**src/rtl/fifo_sync_ctl.sv**
```systemverilog
// -----------------------------------------------------------------------------
// fifo_sync_ctl
//
// Single-clock circular-buffer FIFO with an exact occupancy count, run-time
// almost-full / almost-empty thresholds, a selectable read mode (registered
// or first-word-fall-through), a synchronous flush and sticky error flags.
//
// Parameters:
//   DATA_W   - data word width in bits
//   ADDR_W   - address width; DEPTH = 2**ADDR_W words, all usable
//   FWFT     - 0 = registered read (1-cycle latency), 1 = first-word-fall-through
//   RST_DOUT - value loaded into data_out on reset (registered mode only)
//
// Ports:
//   clk          - clock, all logic on the rising edge
//   n_reset      - synchronous, active-high reset (priority over flush)
//   flush        - synchronous clear of contents and sticky flags
//   wr_en        - write request
//   data_in      - write data
//   rd_en        - read request (FWFT: acknowledge of the head word)
//   data_out     - read data
//   data_valid   - data_out qualifier
//   almst_f_thr  - almost-full threshold, legal 1..DEPTH
//   almst_e_thr  - almost-empty threshold, legal 0..DEPTH-1
//   data_count   - number of words held, 0..DEPTH
//   empty        - data_count == 0
//   full         - data_count == DEPTH
//   almst_empty  - data_count <= almst_e_thr
//   almst_full   - data_count >= almst_f_thr
//   overflow     - sticky: a write was rejected
//   underflow    - sticky: a read was rejected
// -----------------------------------------------------------------------------
module fifo_sync_ctl #(
    parameter int                 DATA_W   = 24,
    parameter int                 ADDR_W   = 4,
    parameter bit                 FWFT     = 1'b0,
    parameter logic [DATA_W-1:0]  RST_DOUT = '0
) (
    input  logic              clk,
    input  logic              n_reset,
    input  logic              flush,
    input  logic              wr_en,
    input  logic [DATA_W-1:0] data_in,
    input  logic              rd_en,
    output logic [DATA_W-1:0] data_out,
    output logic              data_valid,
    input  logic [ADDR_W:0]   almst_f_thr,
    input  logic [ADDR_W:0]   almst_e_thr,
    output logic [ADDR_W:0]   data_count,
    output logic              empty,
    output logic              full,
    output logic              almst_empty,
    output logic              almst_full,
    output logic              overflow,
    output logic              underflow
);

    localparam int             DEPTH    = 1 << ADDR_W;
    localparam logic [ADDR_W:0] FULL_CNT = (ADDR_W + 1)'(DEPTH);

    // Storage. Never reset or cleared: stale words are simply unreachable
    // once the pointers move past them.
    logic [DATA_W-1:0] mem_q [DEPTH];

    logic [ADDR_W-1:0] wr_ptr_q, wr_ptr_d;
    logic [ADDR_W-1:0] rd_ptr_q, rd_ptr_d;
    logic [ADDR_W:0]   count_q,  count_d;
    logic              overflow_q,  overflow_d;
    logic              underflow_q, underflow_d;

    logic rd_acc;
    logic wr_acc;
    logic mem_we;

    // Status flags are decoded from the count register only, so they never
    // depend combinationally on rd_en/wr_en. Thresholds are live inputs and
    // act on the flags without waiting for a clock edge.
    assign empty       = (count_q == '0);
    assign full        = (count_q == FULL_CNT);
    assign almst_empty = (count_q <= almst_e_thr);
    assign almst_full  = (count_q >= almst_f_thr);
    assign data_count  = count_q;
    assign overflow    = overflow_q;
    assign underflow   = underflow_q;

    // Accept decisions. A write into a full FIFO still succeeds when a read
    // frees the head slot in the same cycle; the write lands in that slot
    // while the read sees the old contents. A flush swallows both requests.
    always_comb begin
        rd_acc = 1'b0;
        wr_acc = 1'b0;
        if (!flush) begin
            rd_acc = rd_en && !empty;
            wr_acc = wr_en && (!full || rd_acc);
        end
    end

    // Reset must not let a pending write touch memory, otherwise the word
    // visible at address 0 after reset in FWFT mode would be corrupted.
    assign mem_we = wr_acc && !n_reset;

    // Next-state for pointers, count and sticky flags. Flush zeroes the
    // bookkeeping and clears the sticky flags; requests made during the
    // flush cycle neither move anything nor count as errors.
    always_comb begin
        wr_ptr_d    = wr_ptr_q;
        rd_ptr_d    = rd_ptr_q;
        count_d     = count_q;
        overflow_d  = overflow_q;
        underflow_d = underflow_q;

        if (flush) begin
            wr_ptr_d    = '0;
            rd_ptr_d    = '0;
            count_d     = '0;
            overflow_d  = 1'b0;
            underflow_d = 1'b0;
        end else begin
            if (wr_acc) begin
                wr_ptr_d = wr_ptr_q + 1'b1;
            end
            if (rd_acc) begin
                rd_ptr_d = rd_ptr_q + 1'b1;
            end

            case ({wr_acc, rd_acc})
                2'b10:   count_d = count_q + 1'b1;
                2'b01:   count_d = count_q - 1'b1;
                default: count_d = count_q;
            endcase

            if (wr_en && !wr_acc) begin
                overflow_d = 1'b1;
            end
            if (rd_en && !rd_acc) begin
                underflow_d = 1'b1;
            end
        end
    end

    // Bookkeeping registers with synchronous reset.
    always_ff @(posedge clk) begin
        if (n_reset) begin
            wr_ptr_q    <= '0;
            rd_ptr_q    <= '0;
            count_q     <= '0;
            overflow_q  <= 1'b0;
            underflow_q <= 1'b0;
        end else begin
            wr_ptr_q    <= wr_ptr_d;
            rd_ptr_q    <= rd_ptr_d;
            count_q     <= count_d;
            overflow_q  <= overflow_d;
            underflow_q <= underflow_d;
        end
    end

    // Memory write port.
    always_ff @(posedge clk) begin
        if (mem_we) begin
            mem_q[wr_ptr_q] <= data_in;
        end
    end

    generate
        if (FWFT == 1'b0) begin : g_std
            // Registered read: the head word is captured on an accepted read
            // and qualified for exactly the following cycle; data_out holds
            // its last value otherwise.
            logic [DATA_W-1:0] dout_q, dout_d;
            logic              dvalid_q, dvalid_d;

            always_comb begin
                dout_d   = dout_q;
                dvalid_d = 1'b0;
                if (rd_acc) begin
                    dout_d   = mem_q[rd_ptr_q];
                    dvalid_d = 1'b1;
                end
            end

            always_ff @(posedge clk) begin
                if (n_reset) begin
                    dout_q   <= RST_DOUT;
                    dvalid_q <= 1'b0;
                end else begin
                    dout_q   <= dout_d;
                    dvalid_q <= dvalid_d;
                end
            end

            assign data_out   = dout_q;
            assign data_valid = dvalid_q;
        end else begin : g_fwft
            // Fall-through: the head slot is always presented and is valid
            // whenever the FIFO holds anything. A read simply advances the
            // pointer so the next word shows up the following cycle.
            assign data_out   = mem_q[rd_ptr_q];
            assign data_valid = !empty;
        end
    endgenerate

endmodule

```
**config.mk**
```make
export PLATFORM = sky130hd
export DESIGN_NAME = fifo_sync_ctl
export DESIGN_NICKNAME = d
export VERILOG_FILES = /design/src/rtl/fifo_sync_ctl.sv
export SDC_FILE = /design/constraint.sdc
export NUM_CORES = 1
export LEC_CHECK = 0
export CAP_MARGIN = 20
export CORE_ASPECT_RATIO = 0.5
export CORE_MARGIN = 1.5
export CORE_UTILIZATION = 45
export DETAILED_ROUTE_END_ITERATION = 6
export GPL_TIMING_DRIVEN = 0
export SLEW_MARGIN = 20
export SYNTH_ARGS = -nofsm -noshare
export SYNTH_HDL_FRONTEND = slang
export SYNTH_SLANG_ARGS = --single-unit
```
**constraint.sdc**
```tcl
create_clock -name clk -period 4.8 [get_ports clk]
set_input_delay 0.72 -clock clk [delete_from_list [all_inputs] [get_ports clk]]
set_output_delay 0.72 -clock clk [all_outputs]
set_load 0.005 [all_outputs]
```
==> flow_metrics.env, run 1 <==
export IMPL_status="finished clean"
export IMPL_start_util_pct=45.6
export IMPL_wire_per_inst_um=24.2
export IMPL_place_gp_congestion=0.763
export IMPL_place_ws_ns=0.825
export IMPL_antenna_found_initial=0
export IMPL_cts_setup_buffers=0
export IMPL_tightest_slew_ns=0.942
export IMPL_dieHeight_um=138
export IMPL_postRouteAntennaNets=0
export IMPL_core_area_sq_um=35900
export IMPL_fmax_mhz=288
export IMPL_peakVddDrop_mv=0.227
export IMPL_ys_warn_count=0
export IMPL_path_max_fanout=2
export IMPL_whs_ns=0.448
export IMPL_cts_tree="done"
export IMPL_grt_pass1_wl_um=51200
export IMPL_finalSetupViolCount=0
export IMPL_cts_buffers=38
export IMPL_synth_distinct_cells=38
export IMPL_first_pass_iters=5
export IMPL_clk_path_buf_depth=3
export IMPL_drive_above_1_share_pct=25.2
export IMPL_area_delta_synth_final_pct=18.8
export IMPL_ys_seq_area_share_pct=75.2
export IMPL_ys_seq_elements=424
export IMPL_mappedNetlistArea_sq_um=16400
export IMPL_placed_cell_area_sq_um=18300
export IMPL_synth_nets=846
export IMPL_fin_ws_ns=1.32
export IMPL_via_count=7970
export IMPL_initialDrtViolationCount=593
export IMPL_power_leakage_uw=0.00613
export IMPL_portBuffers=74
export IMPL_ctsHoldBuffers=0
export IMPL_crit_arrival_ns=2.76
export IMPL_async_flop_share_pct=0
export IMPL_grt_usage_pct=18.9
export IMPL_setup_tns_final_ns=0
export IMPL_path_buf_inv=3
export IMPL_postCtsResizedCells=0
export IMPL_cap_violations=0
export IMPL_drt_total_wl_um=34800
export IMPL_power_uw=7160
export IMPL_insertion_delay_ns=0.53
export IMPL_rsz0062_at_grt="false"
export IMPL_synth_edff_count=384
export IMPL_clockRootBuffer="clkbuf_16"
export IMPL_synthCells=787
export IMPL_cp_top_family="buffers and inverters"
export IMPL_fin_skew_ns=0.0154
export IMPL_synth_top_flop_cell="edfxtp_1"
export IMPL_path_class="input port to output port"
export IMPL_clk_pin_slew_worst_paths_ns=0.06
export IMPL_power_density_nw_per_um2=367
export IMPL_via_per_inst=5.54
export IMPL_syn_area_per_cell_sq_um=20.8
export IMPL_post_route_min_period_ns=3.48
export IMPL_io_pin_count=75
export IMPL_drc=0
export IMPL_slew_violations=0
export IMPL_slew_headroom_pct=37.2
export IMPL_crit_top_cell="o21a_1"
export IMPL_hpwl_um=23100
export IMPL_grt_pass1_vias=8049
export IMPL_end_kind="output port"
export IMPL_die_w_um=273
export IMPL_critical_path_max_stage_delay_ns=0.52
export IMPL_finalInstanceArea_sq_um=19500
export IMPL_slowest_stage="clkdlybuf4s50_1"
export IMPL_rows=49
export IMPL_worstPathCellList="clkdlybuf4s50_1 -> inv_1 -> ha_1 -> nor2b_1 -> o21a_1 -> o21a_1 -> o21a_1 -> o22ai_1 -> clkdlybuf4s50_1"
export IMPL_diodes=0
export IMPL_min_path_type="flip-flop to flip-flop"
export IMPL_hold_viol_final=0
export IMPL_htreeDepth=2
export IMPL_grt_overflow_total=0
export IMPL_min_period_over_period_pct=72.4
export IMPL_die_area_sq_um=37700
export IMPL_required_ns=4.08
export IMPL_cp_start_kind="input port"
export IMPL_cts_sinks=424
export IMPL_layout_nets=984
export IMPL_grt_max_degree=19
==> cell type report <==
cell class,instances,area (sq um)
inverters,15,56.3
fillers,2780,16400
plain buffers,41,199
clock buffers,56,1090
clock inverters,13,119
flip-flops and latches,424,12300
multi-input cells,307,3920
repair buffers,98,1160
well taps,484,606
==> registers in the layout, indices dropped and copies added, names as in the netlist <==
register and flops:
data_count 5, rd_ptr_q 4, mem_q 384, underflow 1, overflow 1, data_out 24
wr_ptr_q 4, data_valid 1
==> logic make-up (layout without fill, tap and decap cells) <==
group / after synthesis / count (layout) / synth area share [%]
multiplexers: 147 / 147 / 16.5
flip-flops: 424 / 424 / 75.2
adder cells (fa/ha/maj): 20 / 20 / 1.57
buffers and inverters: 56 / 223 / 1.56
XOR/XNOR: 10 / 10 / 0.534
AND/OR/NAND/NOR: 85 / 85 / 2.32
AO/OA/AOI/OAI: 45 / 45 / 2.34
==> where the power goes <==
group	total [uW]	leakage (uW)	internal, uW	switching [uW]
clock network	2970	0.000586	1690	1280
logic	152	0.00176	63.2	89.3
registers	4040	0.00378	4030	5.53
==> synth_stat cells, types with 2 or more instances <==
cell      instances  area share, %
clkbuf_1         18           0.41
or3_1             2          0.076
edfxtp_1        384             70
o21a_1            3           0.14
o21ai_0           3          0.092
mux4_2           96             13
nor2b_1           2          0.076
nor2_1           54            1.2
ha_1             19            1.4
dfxtp_1          40            4.9
buf_1             4          0.092
nand2_1           8           0.18
mux2i_1          27            1.6
nand2b_1          5           0.19
mux2_2           24            1.6
xnor2_1           5           0.27
inv_1            15           0.34
a221o_1          24            1.5
a21o_1            2          0.092
nand3_1           2          0.061
nor3_1            5           0.15
nor2_2            2          0.076
xor2_1            5           0.27
a21oi_1           8           0.24
buf_2            15           0.46
buf_6             3           0.21
==> cells in the final DEF (no fill, tap or decap), drive strengths merged, types with 2 or more instances in the layout <==
cell and n:
bufinv 2, nor3 5, clkinv 8, edfxtp 384
a21o 2, xnor2 5, ha 19, inv 16
o21ai 4, dfxtp 40, nor2 56, clkbuf 74
clkdlybuf4s50 74, mux2i 27, buf 47, nor2b 2
xor2 5, nand3 2, nand2 8, or3 2
nand2b 5, a21oi 8, a221o 24, mux4 96
clkinvlp 2, mux2 24, o21a 3
==> path summary, 6_finish.rpt <==
kind	start	endpoint	slack, ns	cells past startpoint
worst max register to register	data_count[1]	data_count[4]	1.62	10
worst max-delay path	almst_e_thr[1]	almst_empty	1.32	9
worst min-delay path	underflow	underflow	0.45	2
worst min register to register	underflow	underflow	0.45	2
==> worst reg2reg max path, stage by stage, from the launching register on <==
cell,delay (ns)
dfxtp_1,0.40
or4_4,0.60
o31ai_2,0.45
nand2b_1,0.18
ha_1,0.28
ha_1,0.31
a21o_1,0.17
a21oi_1,0.17
xor2_1,0.09
or3_1,0.31
a21oi_1,0.14
==> through the flow <==
stage | utilization (%) | cells
after global routing | 54.2 | 1438
final | 54.2 | 1438
after detailed placement | 50.9 | 1369
after global placement | 49.4 | 1345
after CTS | 54.2 | 1438
after floorplan | - | 787
==> per-layer routing <==
layer	GRT usage [%]	part of all wire [%]	vias to the layer above
li1	-	-	3503
met1	27.1	45	4209
met2	30.3	48	215
met3	3.65	5.3	43
met4	4.45	1.6	0
met5	0	0	-
(Power assumes the default switching activity.)
==> run 2, diff against run 1 <==
clock period = 3 ns   (was 4.8 ns; I/O delays follow)
==> run 2 against run 1 <==
Net effect:
- worst hold slack better by 0.0072 ns
- first-iteration DRC count is 11% higher
- sequential cell count stayed put
- final cell count stayed put
- highest routed layer unchanged
- via count is 0.11% lower
- clock power is 65% higher
- clock skew is 0.0053 ns lower
- global-route usage is 0.30 points higher
- sequential share of layout area is 0.53 points lower
- sequential power is 60% higher
==> flow_metrics.env, run 2 (synthesis gave the netlist of run 1 again) <==
export IMPL_hpwl_um=23000
export IMPL_drive_above_1_share_pct=25.8
export IMPL_placedCellCount=1365
export IMPL_wire_per_inst_um=24.4
export IMPL_via_count=7961
export IMPL_rsz0062_at_grt="false"
export IMPL_status="finished clean"
export IMPL_portBuffers=74
export IMPL_power_density_nw_per_um2=591
export IMPL_ctsHoldBuffers=0
export IMPL_finalSetupViolCount=0
export IMPL_slew_headroom_pct=34.5
export IMPL_fmax_mhz=350
export IMPL_cp_top_family="simple AND/OR/NAND/NOR gates"
export IMPL_layout_cells_non_filler=1438
export IMPL_cts_buffers=39
export IMPL_antenna_found_initial=0
export IMPL_largest_reg_flops=384
export IMPL_slew_violations=0
export IMPL_grt_usage_pct=19.2
export IMPL_fin_skew_ns=0.0101
export IMPL_grt_pass1_wl_um=51900
export IMPL_min_path_type="flip-flop to flip-flop"
export IMPL_start_util_pct=45.6
export IMPL_htreeDepth=2
export IMPL_grt_max_degree=17
export IMPL_clk_pin_slew_worst_paths_ns=0.07
export IMPL_postRouteAntennaNets=0
export IMPL_end_kind="flip-flop"
export IMPL_layout_nets=983
export IMPL_core_area_sq_um=35900
export IMPL_post_route_min_period_ns=2.85
export IMPL_nFillCells=2759
export IMPL_grt_pass1_vias=8122
export IMPL_peakVddDrop_mv=0.348
export IMPL_cts_sinks=424
export IMPL_first_pass_iters=4
export IMPL_die_area_sq_um=37700
export IMPL_r2r_setup_slack_ns=0.15
export IMPL_initialDrtViolationCount=656
export IMPL_rows=49
export IMPL_cap_violations=0
export IMPL_cp_start_kind="flip-flop"
export IMPL_drt_total_wl_um=35100
export IMPL_crit_arrival_ns=3.32
export IMPL_tightest_slew_ns=0.982
export IMPL_required_ns=3.46
export IMPL_final_cell_mix="384 x edfxtp_1, 96 x mux4_2, 73 x clkdlybuf4s50_1, 42 x nor2_1, 41 x clkbuf_16"
export IMPL_clockRootBuffer="clkbuf_16"
export IMPL_worstPathCellList="or4_4 -> o211a_4 -> ha_4 -> fa_1 -> a21o_1 -> a21oi_2 -> xor2_1 -> or3_1 -> a21oi_1"
export IMPL_layout_commonest_cell="edfxtp_1"
export IMPL_power_leakage_uw=0.00614
export IMPL_path_class="flip-flop to flip-flop"
export IMPL_path_buf_inv=0
export IMPL_min_period_over_period_pct=95.1
export IMPL_via_per_inst=5.54
export IMPL_cts_tree="done"
export IMPL_area_delta_synth_final_pct=19.8
export IMPL_slowest_stage="or4_4"
export IMPL_whs_ns=0.455
export IMPL_path_max_fanout=7
export IMPL_dieHeight_um=138
export IMPL_io_pin_count=75
export IMPL_final_core_utilization_pct=54.7
export IMPL_critical_path_max_stage_delay_ns=0.61
export IMPL_die_w_um=273
export IMPL_insertion_delay_ns=0.53
export IMPL_grt_overflow_total=0
export IMPL_hold_viol_final=0
export IMPL_drc=0
export IMPL_place_gp_congestion=0.752
export IMPL_clk_path_buf_depth=3
export IMPL_diodes=0
export IMPL_top_register="mem_q"
## run 2: cell count changes in the layout (fill, tap and decap cells not counted), sizes merged
| cell | before | now |
|---|---|---|
| clkinvlp | 2 | 1 |
| inv | 16 | 15 |
| buf | 47 | 43 |
| clkdlybuf4s50 | 74 | 73 |
| dlymetal6s2s | 0 | 1 |
| clkinv | 8 | 10 |
| clkbuf | 74 | 78 |
## run 2: worst paths after layout
path	start	end	depth (start not counted)
max reg2reg	data_count[1]	data_count[4]	9
min reg2reg	underflow	underflow	2
max	data_count[1]	data_count[4]	9
min	underflow	underflow	2
## run 2: area by class of cell
cell class / instances / area, sq um / share of cell area [%]
Tap cell: 484 / 606 / 3.08
Buffer: 41 / 204 / 1.04
Inverter: 15 / 56.3 / 0.286
Sequential cell: 424 / 12300 / 62.8
Multi-Input combinational cell: 307 / 3990 / 20.3
Clock inverter: 13 / 116 / 0.592
Timing Repair Buffer: 96 / 1210 / 6.15
Clock buffer: 58 / 1140 / 5.80
## run 2: tightest hold or removal path, delay by kind of cell, from the launching register on
family	cells	cell delay [ns]
AOI/OAI and AO/OA	1	0.05
DFF	1	0.31
buffers and inverters	1	0.05
## run 2: metal layers
layer	wire length (um)	part of all wire, %	GRT usage [%]	vias up
li1	-	-	-	3503
met1	16400	47	28.2	4204
met2	16200	46	30.0	204
met3	2030	5.8	3.74	50
met4	470	1.3	4.30	0
met5	0	0	0	-
## run 2: per-stage QoR
step / setup WS, ns / area [sq um] / setup TNS [ns] / total power (uW)
6_report: 0.147 / 19700 / 0 / 11600
5_1_grt: 0.0174 / 19700 / 0 / 12000
3_3_place_gp: -1.73 / 17800 / -593.88 / 6820
4_1_cts: 0.0474 / 19600 / 0 / 11700
3_5_place_dp: -0.271 / 18300 / -31.82 / 6840
2_1_floorplan: 0.0983 / 16400 / 0 / 6670
## run 2: power breakdown
group | total (uW) | internal [uW] | switching [uW] | leakage (uW)
combinational | 253 | 106 | 147 | 0.00175
sequential | 6460 | 6450 | 8.89 | 0.00378
clock | 4900 | 2810 | 2090 | 0.000614
total | 11600 | 9370 | 2240 | 0.00614
## run 2: what timing repair did
action / in CTS / in global routing
resized for setup: 4 / 7
endpoints found under the setup margin: 3 / 13
buffers inserted: 1 / 1
pin swaps: 1 / 1
==> run 3, diff against run 2 <==
RECOVER_POWER = 100   (was default)
==> run 3 against run 2 <==
Net effect:
- critical path depth stayed put
- first-iteration DRC count is 5.6% lower
- fmax hardly changed
- register-to-register slack hardly changed
- core utilization is 0.37 points lower
- clock power hardly changed
- non-clock buffer count stayed put
- worst hold slack worse by 0.0020 ns
- sequential cell count stayed put
- sequential share of layout area is 0.42 points higher
- clock-buffer cell count stayed put
- global-route usage stayed put
==> flow_metrics.env, run 3 (synthesis gave the netlist of run 1 again) <==
export IMPL_status="finished clean"
export IMPL_via_count=7971
export IMPL_antenna_found_initial=0
export IMPL_rows=49
export IMPL_clk_pin_slew_worst_paths_ns=0.07
export IMPL_via_per_inst=5.54
export IMPL_placed_cell_area_sq_um=18300
export IMPL_diodes=0
export IMPL_cp_top_family="simple AND/OR/NAND/NOR gates"
export IMPL_slowest_stage="or4_4"
export IMPL_grt_pass1_wl_um=51900
export IMPL_insertion_delay_ns=0.53
export IMPL_min_to="underflow"
export IMPL_worstHoldStart="underflow"
export IMPL_ctsHoldBuffers=0
export IMPL_start_util_pct=45.6
export IMPL_power_uw=11600
export IMPL_top_register="mem_q"
export IMPL_first_pass_iters=5
export IMPL_fin_skew_ns=0.00965
export IMPL_cts_buffers=39
export IMPL_largest_reg_flops=384
export IMPL_dieHeight_um=138
export IMPL_fmax_mhz=350
export IMPL_finalInstanceArea_sq_um=19500
export IMPL_clk_path_buf_depth=3
export IMPL_nFillCells=2778
export IMPL_worstPathCellList="or4_4 -> o211a_4 -> ha_4 -> fa_1 -> a21o_1 -> a21oi_2 -> xor2_1 -> or3_1 -> a21oi_1"
export IMPL_worstReg2RegStart="data_count[1]"
export IMPL_tightest_slew_ns=0.986
export IMPL_post_route_min_period_ns=2.86
export IMPL_fin_ws_ns=0.144
export IMPL_wire_per_inst_um=24.4
export IMPL_r2r_setup_slack_ns=0.14
export IMPL_path_buf_inv=0
export IMPL_finalSetupViolCount=0
export IMPL_layout_nets=983
export IMPL_power_density_nw_per_um2=594
export IMPL_min_period_over_period_pct=95.2
export IMPL_slew_violations=0
export IMPL_final_cell_mix="384 x edfxtp_1, 96 x mux4_2, 57 x dlygate4sd3_1, 42 x nor2_1, 41 x clkbuf_16"
export IMPL_required_ns=3.47
export IMPL_grt_max_degree=17
export IMPL_die_w_um=273
export IMPL_io_pin_count=75
export IMPL_drt_total_wl_um=35100
export IMPL_min_path_type="flip-flop to flip-flop"
export IMPL_grt_overflow_total=0
export IMPL_layout_commonest_cell="edfxtp_1"
export IMPL_path_max_fanout=7
export IMPL_hpwl_um=23000
export IMPL_peakVddDrop_mv=0.348
export IMPL_worst_r2r_endpoint="data_count[4]"
export IMPL_drive_above_1_share_pct=25.4
export IMPL_area_delta_synth_final_pct=19.0
export IMPL_clockRootBuffer="clkbuf_16"
export IMPL_core_area_sq_um=35900
export IMPL_crit_arrival_ns=3.32
export IMPL_htreeDepth=2
export IMPL_slew_headroom_pct=34.3
export IMPL_initialDrtViolationCount=619
export IMPL_cp_start_kind="flip-flop"
export IMPL_placedCellCount=1365
export IMPL_cts_tree="done"
export IMPL_cp_startpoint="data_count[1]"
export IMPL_drc=0
export IMPL_postRouteAntennaNets=0
export IMPL_hold_viol_final=0
export IMPL_end_kind="flip-flop"
export IMPL_place_gp_congestion=0.752
export IMPL_cap_violations=0
export IMPL_worstHoldPathCells=2
export IMPL_grt_pass1_vias=8122
export IMPL_layout_cells_non_filler=1438
export IMPL_path_class="flip-flop to flip-flop"
export IMPL_critical_path_max_stage_delay_ns=0.61
export IMPL_cts_sinks=424
export IMPL_final_core_utilization_pct=54.3
export IMPL_rsz0062_at_grt="false"
export IMPL_portBuffers=74
export IMPL_die_area_sq_um=37700
export IMPL_place_ws_ns=-0.271
export IMPL_grt_usage_pct=19.2
export IMPL_power_leakage_uw=0.00625
export IMPL_rr_worst_depth=9
run 3: cell types whose count changed in the layout (fill, tap and decap cells not counted), sizes merged:
cell / change
clkdlybuf4s25: +1
clkdlybuf4s50: -57
buf: -9
clkbuf: +9
dlymetal6s2s: -1
dlygate4sd3: +57
run 3: worst max-delay path by stage:
stage,end,depth (start not counted)
finish,data_count[4],9
global route,data_count[4],10
CTS,almst_empty,9
detailed placement,data_count[4],10
global placement,mem_q[11][6],6
floorplan,data_count[4],10
run 3: where the power goes:
part	internal [uW]	switching [uW]
clock network	2810	2090
logic	96.4	146
registers	6450	8.69
run 3: worst min-delay path: cells and delay by family (launching register included):
family                 cells  cell delay [ns]
buffers and inverters      1             0.04
flip-flops                 1             0.31
AO/OA/AOI/OAI              1             0.05
run 3: routing by layer:
layer / vias to the layer above / track usage (%) / part of all wire [%]
li1: 3501 / - / -
met1: 4199 / 28.2 / 46
met2: 219 / 30.0 / 46
met3: 52 / 3.74 / 5.9
met4: 0 / 4.30 / 1.4
met5: - / 0 / 0
run 3: timing repair:
item	CTS	global route
pin swaps	1	1
buffers inserted	1	1
gates resized for setup	4	7
cloned	0	0
endpoints found under the setup margin	3	13
run 3: layout make-up:
cell class	count	area (sq um)	share of cell area (%)
flip-flops and latches	424	12300	63.2
multi-input cells	307	3920	20.1
repair buffers	96	1140	5.85
clock buffers	58	1140	5.84
well taps	484	606	3.10
plain buffers	41	204	1.04
clock inverters	13	116	0.596
inverters	15	56.3	0.288
run 3: stage by stage:
stage                     TNS (ns)  hold slack, ns
final                            0           0.453
after global routing             0           0.482
after CTS                        0           0.463
after detailed placement    -31.82           0.454
after global placement     -593.88           0.433
after floorplan                  0           0.442
